## src/rtl/multi_ball_engine.sv

```systemverilog
// Multi-ball bouncing engine: sweeps a fixed obstacle once, then per frame
// erases, moves and redraws NUM_BALLS balls, one plot pixel per cycle.

module mb_ball_step #(
  parameter int X_W    = 8,
  parameter int Y_W    = 7,
  parameter int X_MAX  = 159,
  parameter int Y_MAX  = 119,
  parameter int OBS_X0 = 70,
  parameter int OBS_X1 = 89,
  parameter int OBS_Y0 = 50,
  parameter int OBS_Y1 = 69
) (
  input  logic [X_W-1:0] x,
  input  logic [Y_W-1:0] y,
  input  logic           xd,
  input  logic           yd,
  output logic [X_W-1:0] nx,
  output logic [Y_W-1:0] ny,
  output logic           nxd,
  output logic           nyd
);
  localparam logic [X_W-1:0] XM  = X_W'(X_MAX);
  localparam logic [Y_W-1:0] YM  = Y_W'(Y_MAX);
  localparam logic [X_W-1:0] OX0 = X_W'(OBS_X0);
  localparam logic [X_W-1:0] OX1 = X_W'(OBS_X1);
  localparam logic [Y_W-1:0] OY0 = Y_W'(OBS_Y0);
  localparam logic [Y_W-1:0] OY1 = Y_W'(OBS_Y1);

  function automatic logic in_obs(input logic [X_W-1:0] px, input logic [Y_W-1:0] py);
    return (px >= OX0) && (px <= OX1) && (py >= OY0) && (py <= OY1);
  endfunction

  logic [X_W-1:0] cx;
  logic [Y_W-1:0] cy;
  logic           cxd, cyd, hx, hy, hd;

  always_comb begin
    // Wall rule first: reverse at the edge, then step in the new direction.
    if (xd && x == XM)           begin cxd = 1'b0; cx = x - 1'b1; end
    else if (!xd && x == '0)     begin cxd = 1'b1; cx = x + 1'b1; end
    else                         begin cxd = xd;   cx = xd ? x + 1'b1 : x - 1'b1; end
    if (yd && y == YM)           begin cyd = 1'b0; cy = y - 1'b1; end
    else if (!yd && y == '0)     begin cyd = 1'b1; cy = y + 1'b1; end
    else                         begin cyd = yd;   cy = yd ? y + 1'b1 : y - 1'b1; end

    hx = in_obs(cx, y);
    hy = in_obs(x, cy);
    hd = in_obs(cx, cy);

    nx = cx; nxd = cxd;
    ny = cy; nyd = cyd;
    if (hx) begin nx = x; nxd = ~cxd; end
    if (hy) begin ny = y; nyd = ~cyd; end
    // Pure diagonal corner contact: bounce back on both axes without moving.
    if (!hx && !hy && hd) begin
      nx = x; nxd = ~cxd;
      ny = y; nyd = ~cyd;
    end
  end
endmodule

module multi_ball_engine #(
  parameter int NUM_BALLS   = 4,
  parameter int X_W         = 8,
  parameter int Y_W         = 7,
  parameter int X_MAX       = 159,
  parameter int Y_MAX       = 119,
  parameter int TICK_CYCLES = 833333,
  parameter int OBS_X0      = 70,
  parameter int OBS_X1      = 89,
  parameter int OBS_Y0      = 50,
  parameter int OBS_Y1      = 69
) (
  input  logic           clk,
  input  logic           reset,
  input  logic           run,
  output logic [X_W-1:0] xpos,
  output logic [Y_W-1:0] ypos,
  output logic [2:0]     color,
  output logic           plot,
  output logic           frame_done
);
  localparam int IDX_W  = (NUM_BALLS > 1) ? $clog2(NUM_BALLS) : 1;
  localparam int TICK_W = $clog2(TICK_CYCLES + 1);
  localparam logic [IDX_W-1:0]  LAST_IDX  = IDX_W'(NUM_BALLS - 1);
  localparam logic [TICK_W-1:0] LAST_TICK = TICK_W'(TICK_CYCLES - 1);
  localparam logic [X_W-1:0] OX0 = X_W'(OBS_X0);
  localparam logic [X_W-1:0] OX1 = X_W'(OBS_X1);
  localparam logic [Y_W-1:0] OY0 = Y_W'(OBS_Y0);
  localparam logic [Y_W-1:0] OY1 = Y_W'(OBS_Y1);

  typedef enum logic [2:0] {S_OBS, S_DRAW, S_WAIT, S_ERASE, S_MOVE} state_t;

  state_t                          state;
  logic [X_W-1:0]                  ox;
  logic [Y_W-1:0]                  oy;
  logic [TICK_W-1:0]               tick;
  logic [IDX_W-1:0]                idx;
  logic [NUM_BALLS-1:0][X_W-1:0]   bx, nbx;
  logic [NUM_BALLS-1:0][Y_W-1:0]   by, nby;
  logic [NUM_BALLS-1:0]            bxd, byd, nbxd, nbyd;

  for (genvar g = 0; g < NUM_BALLS; g++) begin : g_ball
    mb_ball_step #(
      .X_W(X_W), .Y_W(Y_W), .X_MAX(X_MAX), .Y_MAX(Y_MAX),
      .OBS_X0(OBS_X0), .OBS_X1(OBS_X1), .OBS_Y0(OBS_Y0), .OBS_Y1(OBS_Y1)
    ) u_step (
      .x(bx[g]), .y(by[g]), .xd(bxd[g]), .yd(byd[g]),
      .nx(nbx[g]), .ny(nby[g]), .nxd(nbxd[g]), .nyd(nbyd[g])
    );
  end

  // Each edge executes one step of `state` and registers that step's pixel,
  // so the outputs seen in a cycle belong to the step just taken.
  always_ff @(posedge clk) begin
    if (!reset) begin
      state      <= S_OBS;
      ox         <= OX0;
      oy         <= OY0;
      tick       <= '0;
      idx        <= '0;
      plot       <= 1'b0;
      frame_done <= 1'b0;
      xpos       <= '0;
      ypos       <= '0;
      color      <= '0;
      for (int i = 0; i < NUM_BALLS; i++) begin
        bx[i]  <= X_W'(1 + 8 * i);
        by[i]  <= Y_W'(1 + 4 * i);
        bxd[i] <= 1'b1;
        byd[i] <= 1'b1;
      end
    end else begin
      plot       <= 1'b0;
      frame_done <= 1'b0;
      xpos       <= '0;
      ypos       <= '0;
      color      <= '0;
      unique case (state)
        S_OBS: begin
          plot  <= 1'b1;
          xpos  <= ox;
          ypos  <= oy;
          color <= 3'b111;
          if (ox == OX1) begin
            ox <= OX0;
            if (oy == OY1) begin
              oy    <= OY0;
              idx   <= '0;
              state <= S_DRAW;
            end else begin
              oy <= oy + 1'b1;
            end
          end else begin
            ox <= ox + 1'b1;
          end
        end
        S_DRAW: begin
          plot  <= 1'b1;
          xpos  <= bx[idx];
          ypos  <= by[idx];
          color <= 3'((32'(idx) % 7) + 1);
          if (idx == LAST_IDX) begin
            frame_done <= 1'b1;
            idx        <= '0;
            tick       <= '0;
            state      <= S_WAIT;
          end else begin
            idx <= idx + 1'b1;
          end
        end
        S_WAIT: begin
          if (run) begin
            if (tick == LAST_TICK) begin
              tick  <= '0;
              idx   <= '0;
              state <= S_ERASE;
            end else begin
              tick <= tick + 1'b1;
            end
          end
        end
        S_ERASE: begin
          plot <= 1'b1;
          xpos <= bx[idx];
          ypos <= by[idx];
          if (idx == LAST_IDX) begin
            idx   <= '0;
            state <= S_MOVE;
          end else begin
            idx <= idx + 1'b1;
          end
        end
        S_MOVE: begin
          bx    <= nbx;
          by    <= nby;
          bxd   <= nbxd;
          byd   <= nbyd;
          idx   <= '0;
          state <= S_DRAW;
        end
        default: state <= S_OBS;
      endcase
    end
  end
endmodule

```

## config.mk

```make
export PLATFORM = sky130hd
export DESIGN_NAME = multi_ball_engine
export DESIGN_NICKNAME = d
export VERILOG_FILES = /design/src/rtl/multi_ball_engine.sv
export SDC_FILE = /design/constraint.sdc
export NUM_CORES = 1
export LEC_CHECK = 0
export ABC_CLOCK_PERIOD_IN_PS = 5050
export CAP_MARGIN = 20
export CORE_ASPECT_RATIO = 0.8
export CORE_MARGIN = 2
export CORE_UTILIZATION = 25
export CTS_CLUSTER_SIZE = 40
export DETAILED_ROUTE_END_ITERATION = 12
export PLACE_DENSITY_LB_ADDON = 0.12
export SYNTH_ARGS = -nofsm -noshare
export SYNTH_HDL_FRONTEND = slang
export SYNTH_SLANG_ARGS = --single-unit
```

## constraint.sdc

```tcl
create_clock -name clk -period 5.05 [get_ports clk]
set_input_delay 1.2625 -clock clk [delete_from_list [all_inputs] [get_ports clk]]
set_output_delay 1.2625 -clock clk [all_outputs]
set_load 0.05 [all_outputs]
```

==> out/results.txt <==
Clock skew = 0.01371 ns
Syn_area_per_cell = 7.846 µm²
Crit path kind = flop to flop
Vias per cell = 5.263
Reg clk slew, reported paths = 0.06 ns
Arrival time worst endpoint = 4.27 ns
Fin util = 28.52%
FFs w/ async S/R, synth = 0%
Synthesized Nets = 1339
Setup TNS = 0 ns
Worst-Margin Slew = 1.083 ns
Antenna-violating nets left = 0
Final setup margin = 1.145 ns
Vias in the first global route = 8691
Maxcap violations = 0
Syn Inst Count = 1289
EDFF count, synth = 0
Critical path data required time = 5.41 ns
Delay-heaviest family, CP = compound AO/OA/AOI/OAI gates
RSZ-0062 raised after global routing = no
Setup crit end kind = flop
Critical Path, Cell by Cell = inv_1 > ha_1 > or4b_4 > o21ai_0 > a21oi_1 > or2_2 > a32oi_1 > or2_1 > a31oi_2 > or3_1 > a21oi_1
Maximum clock path buffer count = 2
Layout Nets = 1288
Post-synthesis register bit count = 128
DIE WIDTH = 228.9 µm
Slew HR = 27.78%
DRC = 0
Design area = 11320 µm²
WL per Instance = 17.93 µm
Hold Path Class = flop to flop
Number of buffers added on ports = 22
Layout cells sized above 1 = 8.333%
Drt pass-1 iters = 5
Post-synth top flop = dfxtp_1
Critical Path Source Type = flop
Clock sinks = 128
Clk_lat worst skew = 0.44 ns
Mapped cell area = 10110 µm²
Setup Buffers After CTS = 0
Vias = 9390
Row count = 65
Crit path time final = 3.905 ns
PwrDens = 234.0 nW/µm²
Sequential fraction of the synthesis area = 25.34%
Gates resized, CTS repair = 0
FMAX = 256.1 MHz
Largest net degree at the start of global routing = 44
CTS tree = done
1st-iter DRT viols = 753
Cts-stage hold buffer count = 0
Area grow syn2layout = 11.91%
Power Total = 2648 µW
Die area = 42090 µm²
Largest family of logic cells by synthesized area = simple AND/OR/NAND/NOR gates
Inserted Diodes = 0
Initial core utilization = 25.48%
Share of the synthesized area in the top cell type = 25.34%
Final clock period utilization by the worst path = 77.33%
Compound-cell area share of the yosys netlist = 22.71%
Die height = 183.9 µm
Setup-failing EPs final = 0
CP most frequent cell = a21oi_1
Max FO, Critical Path = 15
Dpl hpwl = 22.54 mm
First-pass GRT wire length = 51.06 mm
Hold Fails Final Rpt = 0
VDD IR max = 0.2372 mV
Mux cell area share after synthesis = 5.295%
Antenna violations before repair = 1
Place WS = 1.147 ns
XOR/XNOR Fraction of Synth Area = 5.456%
CTS H-tree lvls = 4
Synth cell count leaders = 128 x dfxtp_1, 118 x nor2_1, 96 x nand2_1
Status = complete, no violations
Simple-gate portion of the synthesized area = 29.72%
Core Area = 39690 µm²
Yosys cell types = 94
CTS Buf Count = 17
Total track usage = 15.30%
Post-synthesis adder-cell area fraction = 5.815%
Grt ovf = 0
Aggregate routed wire length = 31.99 mm
YS warnings = 0
Worst path bufs/invs = 1
Post-synth top area cell = dfxtp_1
Max Transition Viols Final = 0
Root buffer cell = clkbuf_16
P_leak = 0.003844 µW
# fillers = 4319
Gp weighted congestion = 0.7827
Cell Area, Placed = 10660 µm²
Ports = 23
Slowest cell on the critical path = a32oi_1
Largest cells by area after synthesis = dfxtp_1 25%, ha_1 5.8%, nor2_1 4.4%
Max stage delay on crit path = 0.50 ns
Most common cell in the netlist = dfxtp_1
-- cell type report --
cell class | instances | area, µm² | area share [%]
clock buffers | 24 | 501.7 | 4.433
flip-flops and latches | 128 | 2562 | 22.64
clock inverters | 5 | 150.1 | 1.327
multi-input cells | 1015 | 6978 | 61.65
inverters | 44 | 165.2 | 1.459
well taps | 536 | 670.6 | 5.925
repair buffers | 32 | 290.3 | 2.565
-- kinds of logic after synthesis --
logic type                 after synthesis
and+or+nand+nor                        542
AOI/OAI and AO/OA                      330
buffers and inverters                  146
DFF                                    128
xor gates and xnor gates                63
adders and majority gates               47
muxes                                   33
-- where the power goes --
group	total, µW	switching [µW]	internal (µW)
sequential	1050	20.0	1030
clock	1430	490	935
combinational	172	114	57.6
total	2650	625	2020
-- metal layers --
metal / vias to the layer above / share of wire [%] / track usage [%]
li1: 4702 / - / -
met2: 124 / 41 / 22.33
met3: 19 / 2.8 / 2.900
met1: 4545 / 55 / 23.12
met4: 0 / 0.89 / 3.013
met5: - / 0 / 0
-- worst paths after layout --
path	start	endpoint	slack (ns)	depth (start not counted)
hold / removal	tick[15]	tick[15]	0.51	2
setup / recovery	by[21]	bx[26]	1.14	11
hold reg to reg	tick[15]	tick[15]	0.51	2
setup reg to reg	by[21]	bx[26]	1.14	11
-- registers in the layout, summed over array words and instances (netlist names) --
signal,count
plot,1
bxd,4
byd,4
ypos,7
by,28
state,3
ox,8
color,3
tick,20
oy,7
frame_done,1
bx,32
xpos,8
idx,2
-- placed cells by master, fill, tap and decap left out, drive strengths merged, types with 20 or more instances in the layout --
master,netlist,final
a21oi,63,63
and3,20,20
clkbuf,83,25
clkdlybuf4s50,0,21
dfxtp,128,128
ha,47,47
inv,43,43
nand2,96,96
nand3,58,58
nand4,25,25
nor2,119,119
nor3,40,40
o211ai,20,20
o21ai,76,76
or3,27,27
xnor2,35,35
xor2,28,28
-- metrics by stage --
stage	hold slack, ns	instances
floorplan	0.4659	1289
global placement	0.5044	1754
detailed placement	0.4983	1754
CTS	0.5077	1783
global route	0.5440	1784
finish	0.5095	1784
-- tightest hold or removal path: cells and delay by family, from the launching register on --
family / cells / cell delay [ns]
flip-flops: 1 / 0.34
AND/OR/NAND/NOR: 1 / 0.07
AO/OA/AOI/OAI: 1 / 0.05
(Power assumes the default switching activity.)
